===== config.mk =====
export PLATFORM = sky130hd
export DESIGN_NAME = player_link_rx
export DESIGN_NICKNAME = d
export VERILOG_FILES = /design/src/rtl/player_link_rx.sv
export SDC_FILE = /design/constraint.sdc
export NUM_CORES = 1
export LEC_CHECK = 0
export CAP_MARGIN = 20
export CORE_ASPECT_RATIO = 0.8
export CORE_MARGIN = 3
export CORE_UTILIZATION = 52
export CTS_CLUSTER_SIZE = 10
export DETAILED_ROUTE_END_ITERATION = 7
export HOLD_SLACK_MARGIN = 0.12
export PLACE_DENSITY = 0.76
export REMOVE_ABC_BUFFERS = 1
export SLEW_MARGIN = 20
export SYNTH_ARGS = -nofsm -noshare
export SYNTH_HDL_FRONTEND = slang
export SYNTH_SLANG_ARGS = --single-unit

===== constraint.sdc =====
create_clock -name clk -period 1.9 [get_ports clk]
set_clock_uncertainty 0.1 [all_clocks]
set_input_delay 0.38 -clock clk [delete_from_list [all_inputs] [get_ports clk]]
set_output_delay 0.38 -clock clk [all_outputs]
set_load 0.005 [all_outputs]

===== src/rtl/player_link_rx.sv =====
// player_link_rx: receive deframer for the co-op link.
// It hunts for the 0xA5 sync byte and assembles the 11-byte state packet.
// It verifies the XOR checksum and publishes the fields on a good packet.
// A watchdog drops player_2_data_valid when the remote side goes quiet.
module player_link_rx #(
    parameter int BYTE_TIMEOUT = 20000,
    parameter int LINK_TIMEOUT = 4000000
) (
    input  logic        clk,
    input  logic        rst,
    input  logic [7:0]  rx_data,
    input  logic        rx_valid,
    output logic [11:0] player_2_x,
    output logic [11:0] player_2_y,
    output logic [3:0]  player_2_hp,
    output logic [3:0]  player_2_aggro,
    output logic        player_2_flip_h,
    output logic [1:0]  player_2_class,
    output logic [11:0] boss_out_x,
    output logic [11:0] boss_out_y,
    output logic [6:0]  boss_out_hp,
    output logic        player_2_data_valid,
    output logic        frame_ok,
    output logic        frame_err
);

    localparam int IW = (BYTE_TIMEOUT > 2) ? $clog2(BYTE_TIMEOUT) : 1;
    localparam int LW = (LINK_TIMEOUT > 2) ? $clog2(LINK_TIMEOUT) : 1;
    localparam logic [IW-1:0] IDLE_MAX = IW'(BYTE_TIMEOUT - 1);
    localparam logic [LW-1:0] LINK_MAX = LW'(LINK_TIMEOUT - 1);
    localparam logic [7:0]    SYNC     = 8'hA5;

    typedef enum logic [1:0] {HUNT, PAYLOAD, CHECK} state_t;

    state_t        state_q, state_d;
    logic [3:0]    idx_q, idx_d;
    logic [7:0]    acc_q, acc_d;
    logic [IW-1:0] idle_q, idle_d;
    logic [LW-1:0] link_q, link_d;
    logic [7:0]    shadow_q [9];
    logic [7:0]    shadow_d [9];
    logic [11:0]   x_q, x_d, y_q, y_d, bx_q, bx_d, by_q, by_d;
    logic [3:0]    hp_q, hp_d, aggro_q, aggro_d;
    logic          flip_q, flip_d;
    logic [1:0]    class_q, class_d;
    logic [6:0]    bhp_q, bhp_d;
    logic          valid_q, valid_d, ok_q, ok_d, err_q, err_d;

    // Next-state logic: deframer FSM, idle timeout and link watchdog.
    always_comb begin
        state_d  = state_q;
        idx_d    = idx_q;
        acc_d    = acc_q;
        idle_d   = idle_q;
        shadow_d = shadow_q;
        x_d      = x_q;
        y_d      = y_q;
        hp_d     = hp_q;
        aggro_d  = aggro_q;
        flip_d   = flip_q;
        class_d  = class_q;
        bx_d     = bx_q;
        by_d     = by_q;
        bhp_d    = bhp_q;
        ok_d     = 1'b0;
        err_d    = 1'b0;
        link_d   = (link_q == LINK_MAX) ? link_q : link_q + 1'b1;
        valid_d  = valid_q && (link_q != LINK_MAX);

        case (state_q)
            HUNT: begin
                if (rx_valid && rx_data == SYNC) begin
                    acc_d   = 8'h00;
                    idx_d   = 4'd0;
                    idle_d  = '0;
                    state_d = PAYLOAD;
                end
            end
            PAYLOAD: begin
                if (rx_valid) begin
                    shadow_d[idx_q] = rx_data;
                    acc_d  = acc_q ^ rx_data;
                    idle_d = '0;
                    if (idx_q == 4'd8) begin
                        state_d = CHECK;
                    end else begin
                        idx_d = idx_q + 4'd1;
                    end
                end else if (idle_q == IDLE_MAX) begin
                    err_d   = 1'b1;
                    idle_d  = '0;
                    state_d = HUNT;
                end else begin
                    idle_d = idle_q + 1'b1;
                end
            end
            CHECK: begin
                if (rx_valid) begin
                    idle_d  = '0;
                    state_d = HUNT;
                    if (rx_data == acc_q) begin
                        x_d     = {shadow_q[0], shadow_q[1][7:4]};
                        y_d     = {shadow_q[1][3:0], shadow_q[2]};
                        hp_d    = shadow_q[3][7:4];
                        aggro_d = shadow_q[3][3:0];
                        flip_d  = shadow_q[4][7];
                        class_d = shadow_q[4][6:5];
                        bx_d    = {shadow_q[5], shadow_q[6][7:4]};
                        by_d    = {shadow_q[6][3:0], shadow_q[7]};
                        bhp_d   = shadow_q[8][6:0];
                        ok_d    = 1'b1;
                        link_d  = '0;
                        valid_d = 1'b1;
                    end else begin
                        err_d = 1'b1;
                    end
                end else if (idle_q == IDLE_MAX) begin
                    err_d   = 1'b1;
                    idle_d  = '0;
                    state_d = HUNT;
                end else begin
                    idle_d = idle_q + 1'b1;
                end
            end
            default: state_d = HUNT;
        endcase
    end

    // State and output registers with asynchronous active-low reset.
    always_ff @(posedge clk or negedge rst) begin
        if (!rst) begin
            state_q <= HUNT;
            idx_q   <= 4'd0;
            acc_q   <= 8'h00;
            idle_q  <= '0;
            link_q  <= '0;
            for (int i = 0; i < 9; i++) shadow_q[i] <= 8'h00;
            x_q     <= '0;
            y_q     <= '0;
            hp_q    <= '0;
            aggro_q <= '0;
            flip_q  <= 1'b0;
            class_q <= '0;
            bx_q    <= '0;
            by_q    <= '0;
            bhp_q   <= '0;
            valid_q <= 1'b0;
            ok_q    <= 1'b0;
            err_q   <= 1'b0;
        end else begin
            state_q  <= state_d;
            idx_q    <= idx_d;
            acc_q    <= acc_d;
            idle_q   <= idle_d;
            link_q   <= link_d;
            shadow_q <= shadow_d;
            x_q      <= x_d;
            y_q      <= y_d;
            hp_q     <= hp_d;
            aggro_q  <= aggro_d;
            flip_q   <= flip_d;
            class_q  <= class_d;
            bx_q     <= bx_d;
            by_q     <= by_d;
            bhp_q    <= bhp_d;
            valid_q  <= valid_d;
            ok_q     <= ok_d;
            err_q    <= err_d;
        end
    end

    assign player_2_x          = x_q;
    assign player_2_y          = y_q;
    assign player_2_hp         = hp_q;
    assign player_2_aggro      = aggro_q;
    assign player_2_flip_h     = flip_q;
    assign player_2_class      = class_q;
    assign boss_out_x          = bx_q;
    assign boss_out_y          = by_q;
    assign boss_out_hp         = bhp_q;
    assign player_2_data_valid = valid_q;
    assign frame_ok            = ok_q;
    assign frame_err           = err_q;

endmodule


==> flow_metrics.env, run 1 <==
export IMPL_status="finished with violations"
export IMPL_violations="setup timing"
export IMPL_path_clk_slew_ns=0.07
export IMPL_ys_async_sr_fraction_pct=100
export IMPL_final_util_pct=72.7
export IMPL_finalCritPeriodShare_pct=113
export IMPL_worstMarginPinSlew_ns=0.640
export IMPL_syn_inst=634
export IMPL_detailed_place_hpwl_mm=13.3
export IMPL_cts_max_level=4
export IMPL_cpPeakStageDelay_ns=0.60
export IMPL_timing_rr_end="player_2_aggro[0]"
export IMPL_io_buffer_count=79
export IMPL_gp_congestion=0.943
export IMPL_ys_ff_latch=186
export IMPL_coreArea_um2=15300
export IMPL_placedCellCount=977
export IMPL_worst_path_max_fanout=8
export IMPL_drv_slew=0
export IMPL_fin_area_um2=11100
export IMPL_crit_path_end_kind="flip-flop"
export IMPL_cp_arrival_ns=2.36
export IMPL_finalHoldViolCount=0
export IMPL_cp_slowest_cell="or4_4"
export IMPL_ys_flop_type="dfrtp_1"
export IMPL_p_per_area_nw_per_um2=833
export IMPL_r2r_setup_slack_ns=-0.25
export IMPL_dieHeight_um=119
export IMPL_synth_edff_count=0
export IMPL_ys_seq_area_share_pct=56.2
export IMPL_peakVddDrop_v=0.000710
export IMPL_ys_warn_count=0
export IMPL_drt_first_pass_iters=4
export IMPL_max_slew_margin_rel_pct=57.0
export IMPL_grt_pass1_vias=6229
export IMPL_grt_overflow=0
export IMPL_area_growth_pct=34.4
export IMPL_drtAntennaViolNets=0
export IMPL_via_per_inst=5.96
export IMPL_setup_slack_ns=-0.250
export IMPL_cts_tree="done"
export IMPL_fin_nets=823
export IMPL_power_leakage_nw=5.31
export IMPL_syn_avg_cell_area_um2=13.1
export IMPL_die_w_um=147
export IMPL_drc=0
export IMPL_layout_drive_gt1_share_pct=38.9
export IMPL_drt_iter0_markers=440
export IMPL_maxCapViolCount=0
export IMPL_rows=40
export IMPL_dp_slack_ns=-0.931
export IMPL_root_buffer="clkbuf_16"
export IMPL_ff2ff_path_depth=6
export IMPL_clk_latency_ns=0.43
export IMPL_crit_chain="xnor2_2 -> nand4_1 -> or4_4 -> clkinv_8 -> buf_12 -> mux2_4"
export IMPL_syn_area_um2=8280
export IMPL_diodes=0
export IMPL_start_util_pct=54.1
export IMPL_clock_sinks=186
export IMPL_placed_area_um2=9860
export IMPL_drt_wl_total_mm=21.3
export IMPL_ys_types=54
export IMPL_cts_buffers=17
export IMPL_setup_viol=95
export IMPL_grtUsageTotal_pct=24.1
export IMPL_cp_required_ns=2.11
export IMPL_finalCriticalPeriod_ns=2.15
export IMPL_layout_cells_non_filler=1024
export IMPL_hold_path_class="primary input to asynchronous set/reset pin"
export IMPL_grt_pass1_wl_mm=33.6
export IMPL_clockBufferDepth=2
export IMPL_die_area_um2=17500
export IMPL_rsz0062_at_grt="yes"
export IMPL_cp_top_family="simple AND/OR/NAND/NOR gates"
export IMPL_crit_buf_inv=2
export IMPL_max_freq_mhz=465
export IMPL_antenna_found_initial=1
export IMPL_crit_type="flip-flop to flip-flop"
export IMPL_grt_max_degree=43
export IMPL_wl_per_cell_um=20.8
export IMPL_r2r_start="acc_q[0]"
export IMPL_pin_count=80
export IMPL_critPathLaunchType="flip-flop"
export IMPL_vias=6100
final cells by class:
| cell class | instances | area (um^2) |
|---|---|---|
| multi-input combinational | 402 | 3790 |
| inverter | 15 | 73.8 |
| timing repair buffer | 180 | 1760 |
| tap | 210 | 263 |
| clock inverter | 11 | 134 |
| clock buffer | 20 | 457 |
| sequential | 186 | 4650 |
| fill | 963 | 4180 |
synth_stat cells, drive strengths merged, types with 3 or more instances:
library cell	number	area share (%)
a211oi	7	0.63
a21o	3	0.27
a21oi	16	0.97
a22o	6	0.63
a31oi	13	0.98
and2	6	0.45
and3	6	0.45
and4	8	0.85
and4b	4	0.48
buf	12	1.6
clkbuf	20	0.91
dfrtp	186	56
ha	10	1.5
inv	14	0.63
mux2	132	19
nand2	32	1.4
nand2b	11	0.83
nand3	21	1.3
nand4	23	1.7
nor2	14	0.63
nor3	8	0.48
nor4b	4	0.60
o21ai	13	0.79
o311ai	9	0.95
o31ai	8	0.72
or3	4	0.30
or4	12	1.1
xnor2	7	0.74
xor2	3	0.32
power breakdown:
group | switching [mW] | leakage, nW | internal [mW]
registers | 0.200 | 2.56 | 4.21
clock network | 1.54 | 0.287 | 2.03
logic | 0.672 | 2.46 | 0.618
total | 2.41 | 5.31 | 6.86
cells by family after synthesis:
group	share of synthesized area [%]
flip-flops	56.2
AO/OA/AOI/OAI	7.19
XOR/XNOR	1.06
buffers and inverters	3.28
adder cells (fa/ha/maj)	1.51
AND/OR/NAND/NOR	11.5
multiplexers	19.3
through the flow:
step | hold slack [ns] | TNS (ns) | total power [mW]
6_report | 0.332 | -17.88 | 9.27
3_3_place_gp | 0.219 | -115.94 | 5.41
4_1_cts | 0.338 | -15.99 | 9.17
2_1_floorplan | -0.0156 | -113.44 | 4.94
5_1_grt | 0.372 | -23.38 | 9.62
3_5_place_dp | 0.223 | -119.57 | 5.48
state kept, by name (all words and copies together), names as in the netlist, 4 cells and up:
signal and flops:
shadow_q 66, link_q 22, idle_q 15, boss_out_x 12
boss_out_y 12, player_2_x 12, player_2_y 12, acc_q 8
boss_out_hp 7, idx_q 4, player_2_aggro 4, player_2_hp 4
layout by cell type, fill, tap and decap left out, types with 7 or more instances in the layout:
master           Yosys  routed
a21oi_1             16      11
a31oi_1             13      11
and4_1               8       7
buf_12               0       8
buf_4                3      75
buf_6                6      11
clkbuf_16            0      18
clkdlybuf4s50_1      0      70
dfrtp_1            186     186
inv_1               14      12
mux2_2              75      67
mux2_4              30      65
nand2_1             32      24
nand2b_1            11      10
nand3_1             21      19
nand4_1             23      23
nor2_1              14       9
o21ai_0             13      11
o31ai_1              8       8
or4_1               12      10
how the worst max path moves through the flow:
stage,startpoint,to,cells after the start
floorplan,rx_data[4],boss_out_x[3],5
global route,acc_q[4],player_2_y[2],6
CTS,acc_q[0],player_2_y[8],6
finish,acc_q[0],player_2_aggro[0],6
detailed placement,rx_data[3],player_2_x[7],7
global placement,rx_data[6],player_2_y[4],7
metal layers:
layer | track usage [%] | share of wire (%)
met1 | 31.7 | 42
met2 | 41.0 | 51
met3 | 5.21 | 5.5
met4 | 6.23 | 1.4
met5 | 0 | 0
worst register-to-register path, cell delays in order (launching register included):
cell      delay, ns
dfrtp_1        0.41
xnor2_2        0.18
nand4_1        0.16
or4_4          0.60
clkinv_8       0.13
buf_12         0.15
mux2_4         0.31
repair_timing:
| action | 4_1_cts | 5_1_grt |
|---|---|---|
| gates resized for setup | 88 | 57 |
| endpoints found under the setup margin | 167 | 172 |
| cloned | 2 | 2 |
| buffers inserted | 5 | 6 |
| pin swaps | 13 | 11 |
| hold buffers | 1 | 0 |
| endpoints found under the hold margin | 35 | 0 |
Note: power is estimated with default switching activity, not from simulation.
==> run 2: changes to the inputs <==
--- a/config.mk
+++ b/config.mk
@@ -6,7 +6,6 @@
 export NUM_CORES = 1
 export LEC_CHECK = 0
 export CAP_MARGIN = 20
-export CORE_ASPECT_RATIO = 0.8
 export CORE_MARGIN = 3
 export CORE_UTILIZATION = 52
 export CTS_CLUSTER_SIZE = 10
==> run 2 against run 1 <==
  * The run still ends with setup timing left
  * Setup slack got worse by 0.17 ns
  * Wire length rose by 1.2%
  * Global-route usage fell by 0.20 points
  * Fmax fell by 7.2%
  * Sequential share of layout area rose by 0.32 points
  * Sequential power barely moved
==> flow_metrics.env, run 2 (synthesis gave the netlist of run 1 again) <==
export IMPL_final_util_pct=71.9
export IMPL_detailed_place_hpwl_mm=13.2
export IMPL_hold_path_class="primary input to asynchronous set/reset pin"
export IMPL_drtAntennaViolNets=0
export IMPL_area_growth_pct=33.4
export IMPL_gp_congestion=0.922
export IMPL_worstMarginPinSlew_ns=0.440
export IMPL_n_fill_cell=957
export IMPL_worst_path_max_fanout=8
export IMPL_placedCellCount=961
export IMPL_max_slew_margin_rel_pct=70.4
export IMPL_hold_ws_ns=0.308
export IMPL_violations="setup timing"
export IMPL_drt_first_pass_iters=5
export IMPL_cts_tree="done"
export IMPL_path_clk_slew_ns=0.07
export IMPL_grt_overflow=0
export IMPL_rsz0062_at_grt="yes"
export IMPL_peakVddDrop_v=0.000684
export IMPL_die_w_um=132
export IMPL_finalHoldViolCount=0
export IMPL_startpoint="acc_q[4]"
export IMPL_grt_pass1_vias=6126
export IMPL_placed_area_um2=9760
export IMPL_finalCritPeriodShare_pct=122
export IMPL_drc=0
export IMPL_via_per_inst=5.96
export IMPL_pin_count=80
export IMPL_largest_reg_flops=66
export IMPL_max_freq_mhz=432
export IMPL_crit_type="flip-flop to flip-flop"
export IMPL_fin_nets=810
export IMPL_r2r_setup_slack_ns=-0.42
export IMPL_top_register="shadow_q"
export IMPL_r2r_start="acc_q[4]"
export IMPL_clockBufferDepth=2
export IMPL_io_buffer_count=79
export IMPL_clock_sinks=186
export IMPL_coreArea_um2=15400
export IMPL_start_util_pct=53.9
export IMPL_cp_arrival_ns=2.53
export IMPL_rows=45
export IMPL_cts_max_level=4
export IMPL_finalCriticalPeriod_ns=2.32
export IMPL_crit_path_end_kind="flip-flop"
export IMPL_status="finished with violations"
export IMPL_layout_drive_gt1_share_pct=35.8
export IMPL_power_leakage_nw=5.26
export IMPL_grtUsageTotal_pct=23.9
export IMPL_drt_wl_total_mm=21.5
export IMPL_fin_area_um2=11100
export IMPL_cp_required_ns=2.11
export IMPL_diodes=0
export IMPL_grt_pass1_wl_mm=33.2
export IMPL_largestRegisters="shadow_q: 66 flops, link_q: 22 flops, idle_q: 15 flops"
export IMPL_ff2ff_path_depth=6
export IMPL_setup_slack_ns=-0.416
export IMPL_root_buffer="clkbuf_16"
export IMPL_final_common_cell="dfrtp_1"
export IMPL_dieHeight_um=132
export IMPL_p_per_area_nw_per_um2=854
export IMPL_antenna_found_initial=0
export IMPL_grt_max_degree=42
export IMPL_fin_setup_tns_ns=-31.54
export IMPL_drt_iter0_markers=539
export IMPL_vias=6027
export IMPL_wl_per_cell_um=21.3
export IMPL_layout_cells_non_filler=1012
export IMPL_timing_rr_end="player_2_aggro[2]"
export IMPL_setup_viol=103
export IMPL_final_cell_mix="185 x dfrtp_1, 68 x clkdlybuf4s50_1, 66 x mux2_2"
export IMPL_drv_slew=0
export IMPL_power_mw=9.44
export IMPL_dp_slack_ns=-1.02
export IMPL_die_area_um2=17500
export IMPL_critPathLaunchType="flip-flop"
export IMPL_clk_latency_ns=0.44
export IMPL_maxCapViolCount=0
export IMPL_cts_buffers=17
[run 2: how the worst max path moves through the flow]
stage / to / slack, ns / depth (start not counted)
after floorplan: boss_out_x[3] / -1.40 / 5
after global placement: player_2_y[8] / -0.93 / 7
after detailed placement: player_2_x[7] / -1.02 / 7
after CTS: player_2_x[0] / -0.35 / 6
after global routing: player_2_y[5] / -0.42 / 6
final: player_2_aggro[2] / -0.42 / 6
[run 2: critical path: stages (launching register included)]
cell and delay (ns):
dfrtp_1 0.39, or2b_1 0.18, nand4_1 0.24, or4_4 0.68, clkinv_8 0.11, clkbuf_16 0.17
mux2_4 0.31
[run 2: cell type report]
type	instances	area, um^2	share of cell area, %
Sequential cell	186	4660	42.1
Clock inverter	13	184	1.66
Timing Repair Buffer	167	1730	15.6
Tap cell	211	264	2.39
Clock buffer	18	439	3.97
Inverter	15	73.8	0.668
Multi-Input combinational cell	402	3710	33.5
[run 2: per-layer routing]
metal	track usage, %	up-vias	share of wire (%)
met5	0	-	0
met3	5.00	42	6.0
met4	7.22	0	2.3
li1	-	2656	-
met1	33.1	3090	43
met2	38.4	239	49
[run 2: what timing repair did]
action                                  CTS  global route
pin swaps                                 7            14
cloned                                    2             3
hold buffers                              1             0
endpoints found under the setup margin  165           174
hold endpoints to repair                165             0
resized for setup                        49            84
setup buffers                             6            11
[run 2: power breakdown]
part,switching [mW],internal [mW],leakage [nW]
clock network,1.62,2.14,0.297
registers,0.207,4.21,2.56
logic,0.669,0.588,2.41
==> run 3: changes to the inputs <==
--- a/config.mk
+++ b/config.mk
@@ -7,11 +7,10 @@
 export LEC_CHECK = 0
 export CAP_MARGIN = 20
 export CORE_MARGIN = 3
-export CORE_UTILIZATION = 52
+export CORE_UTILIZATION = 30
 export CTS_CLUSTER_SIZE = 10
 export DETAILED_ROUTE_END_ITERATION = 7
 export HOLD_SLACK_MARGIN = 0.12
-export PLACE_DENSITY = 0.76
 export REMOVE_ABC_BUFFERS = 1
 export SLEW_MARGIN = 20
 export SYNTH_ARGS = -nofsm -noshare
==> run 3 against run 2 <==
  * The flow still finishes with violations (setup timing)
  * Non-clock buffer count increased by 19
  * Clock power decreased by 3%
  * Utilization decreased by 30 points
  * Critical endpoint is now player_2_x[4]
  * Highest routed layer unchanged
==> flow_metrics.env, run 3 (synthesis gave the netlist of run 1 again) <==
export IMPL_status="finished with violations"
export IMPL_violations="setup timing"
export IMPL_final_common_cell="dfrtp_1"
export IMPL_dieHeight_um=172
export IMPL_cts_tree="done"
export IMPL_ff2ff_path_depth=6
export IMPL_startpoint="rx_data[2]"
export IMPL_diodes=0
export IMPL_crit_type="primary input to flip-flop"
export IMPL_worstMarginPinSlew_ns=0.404
export IMPL_power_mw=9.17
export IMPL_rows=60
export IMPL_crit_path_end_kind="flip-flop"
export IMPL_swShare_pct=26.2
export IMPL_fin_setup_tns_ns=-18.73
export IMPL_critPathLaunchType="primary input"
export IMPL_drv_slew=0
export IMPL_die_area_um2=29600
export IMPL_gp_congestion=0.778
export IMPL_share_comb_of_total_power_pct=12.4
export IMPL_cts_max_level=4
export IMPL_coreArea_um2=27000
export IMPL_antenna_found_initial=0
export IMPL_drt_first_pass_iters=4
export IMPL_grtUsageTotal_pct=13.7
export IMPL_maxCapViolCount=0
export IMPL_area_growth_pct=35.2
export IMPL_root_buffer="clkbuf_16"
export IMPL_drt_wl_total_mm=20.0
export IMPL_clock_sinks=186
export IMPL_grt_overflow=0
export IMPL_p_per_area_nw_per_um2=819
export IMPL_p_clk_share_pct=39.7
export IMPL_max_slew_margin_rel_pct=73.0
export IMPL_finalHoldViolCount=0
export IMPL_cp_slowest_cell="clkdlybuf4s50_1"
export IMPL_hold_path_class="primary input to asynchronous set/reset pin"
export IMPL_cpPeakStageDelay_ns=0.56
export IMPL_setup_viol=90
export IMPL_drc=0
export IMPL_largestRegisters="shadow_q: 66 flops, link_q: 22 flops, idle_q: 15 flops"
export IMPL_switching_power_mw=2.41
export IMPL_max_freq_mhz=466
export IMPL_layout_drive_gt1_share_pct=35.6
export IMPL_setup_slack_ns=-0.246
export IMPL_worst_path_max_fanout=6
export IMPL_top_register="shadow_q"
export IMPL_finalCriticalPeriod_ns=2.15
export IMPL_finalCritPeriodShare_pct=113
export IMPL_crit_chain="clkdlybuf4s50_1 -> xnor2_1 -> nand4_1 -> or4_4 -> clkinv_8 -> clkbuf_16 -> mux2_4"
export IMPL_power_frac_seq_pct=47.9
export IMPL_r2r_start="acc_q[0]"
export IMPL_rsz0062_at_grt="yes"
export IMPL_detailed_place_hpwl_mm=13.2
export IMPL_cp_arrival_ns=2.35
export IMPL_grt_max_degree=60
export IMPL_wl_per_cell_um=17.2
export IMPL_pin_count=80
export IMPL_p_int_mw=6.77
export IMPL_final_cell_mix="186 x dfrtp_1, 78 x buf_4, 70 x clkdlybuf4s50_1"
export IMPL_placed_area_um2=10000
export IMPL_clk_latency_ns=0.43
export IMPL_vias=5774
export IMPL_drt_iter0_markers=309
export IMPL_peakVddDrop_v=0.000549
export IMPL_drtAntennaViolNets=0
export IMPL_grt_pass1_vias=5715
export IMPL_fin_nets=828
export IMPL_die_w_um=172
export IMPL_fin_area_um2=11200
export IMPL_clockBufferDepth=2
export IMPL_start_util_pct=30.7
export IMPL_cts_buffers=17
export IMPL_cp_required_ns=2.11
export IMPL_path_clk_slew_ns=0.07
export IMPL_io_buffer_count=79
export IMPL_grt_pass1_wl_mm=31.8
export IMPL_power_leakage_nw=5.30
export IMPL_largest_reg_flops=66
export IMPL_via_per_inst=4.97
export IMPL_n_fill_cell=2506
==> run 3: changes by cell type in the layout (fill, tap and decap cells not counted), moves of 5 or more <==
cell and delta:
mux2_1 +6, a211oi_1 +5, buf_6 -5, mux2_4 -6, buf_4 +22, a211oi_2 -5
==> run 3: metrics by stage <==
step	worst slack (ns)	hold slack (ns)	utilization (%)	cells
final	-0.246	0.339	41.4	1161
after global placement	-0.993	0.222	37.2	1108
after floorplan	-1.40	-0.0156	-	602
after CTS	-0.203	0.339	39.9	1144
after detailed placement	-0.995	0.224	37.2	1108
after global routing	-0.270	0.345	41.4	1161
==> run 3: cell type report <==
class                           instances  area, um^2  area share [%]
Sequential cell                       186        4650            41.6
Timing Repair Buffer                  186        1830            16.4
Clock buffer                           17         425            3.80
Inverter                               15        73.8           0.659
Tap cell                              341         427            3.81
Multi-Input combinational cell        401        3600            32.2
Clock inverter                         15         180            1.61
==> run 3: what timing repair did <==
item,in CTS,in global routing
endpoints found under the setup margin,145,175
gates resized for setup,30,73
hold endpoints to repair,40,0
hold buffers,1,0
cloned,1,2
pin swaps,3,11
setup buffers,2,17
==> run 3: power groups by stage <==
| stage | combinational, mW | clock [mW] | sequential, mW |
|---|---|---|---|
| finish | 1.14 | 3.64 | 4.39 |
| global route | 1.26 | 3.93 | 4.42 |
| CTS | 1.04 | 3.73 | 4.39 |
| detailed placement | 1.02 | 0 | 4.46 |
| global placement | 1.00 | 0 | 4.46 |
| floorplan | 0.513 | 0 | 4.43 |
==> run 3: path summary, 6_finish.rpt <==
check | endpoint | slack [ns]
max in group asynchronous | link_q[20] | 0.67
setup / recovery | player_2_x[4] | -0.25
min in group clk | shadow_q[31] | 0.34
setup reg to reg | player_2_x[4] | -0.22
hold reg to reg | player_2_data_valid | 0.38
hold / removal | frame_ok | 0.34
==> run 3: metal layers <==
metal / part of all wire (%) / wire length (um) / GRT usage [%]
met4: 0.33 / 66 / 2.85
met1: 49 / 9770 / 19.9
met3: 3.1 / 618 / 2.86
met2: 48 / 9510 / 21.5
met5: 0 / 0 / 0
==> run 3: critical path, delay by kind of cell <==
kind | cells | cell delay (ns)
buffers and inverters | 3 | 0.84
multiplexers | 1 | 0.29
AND/OR/NAND/NOR | 2 | 0.68
XOR/XNOR | 1 | 0.16
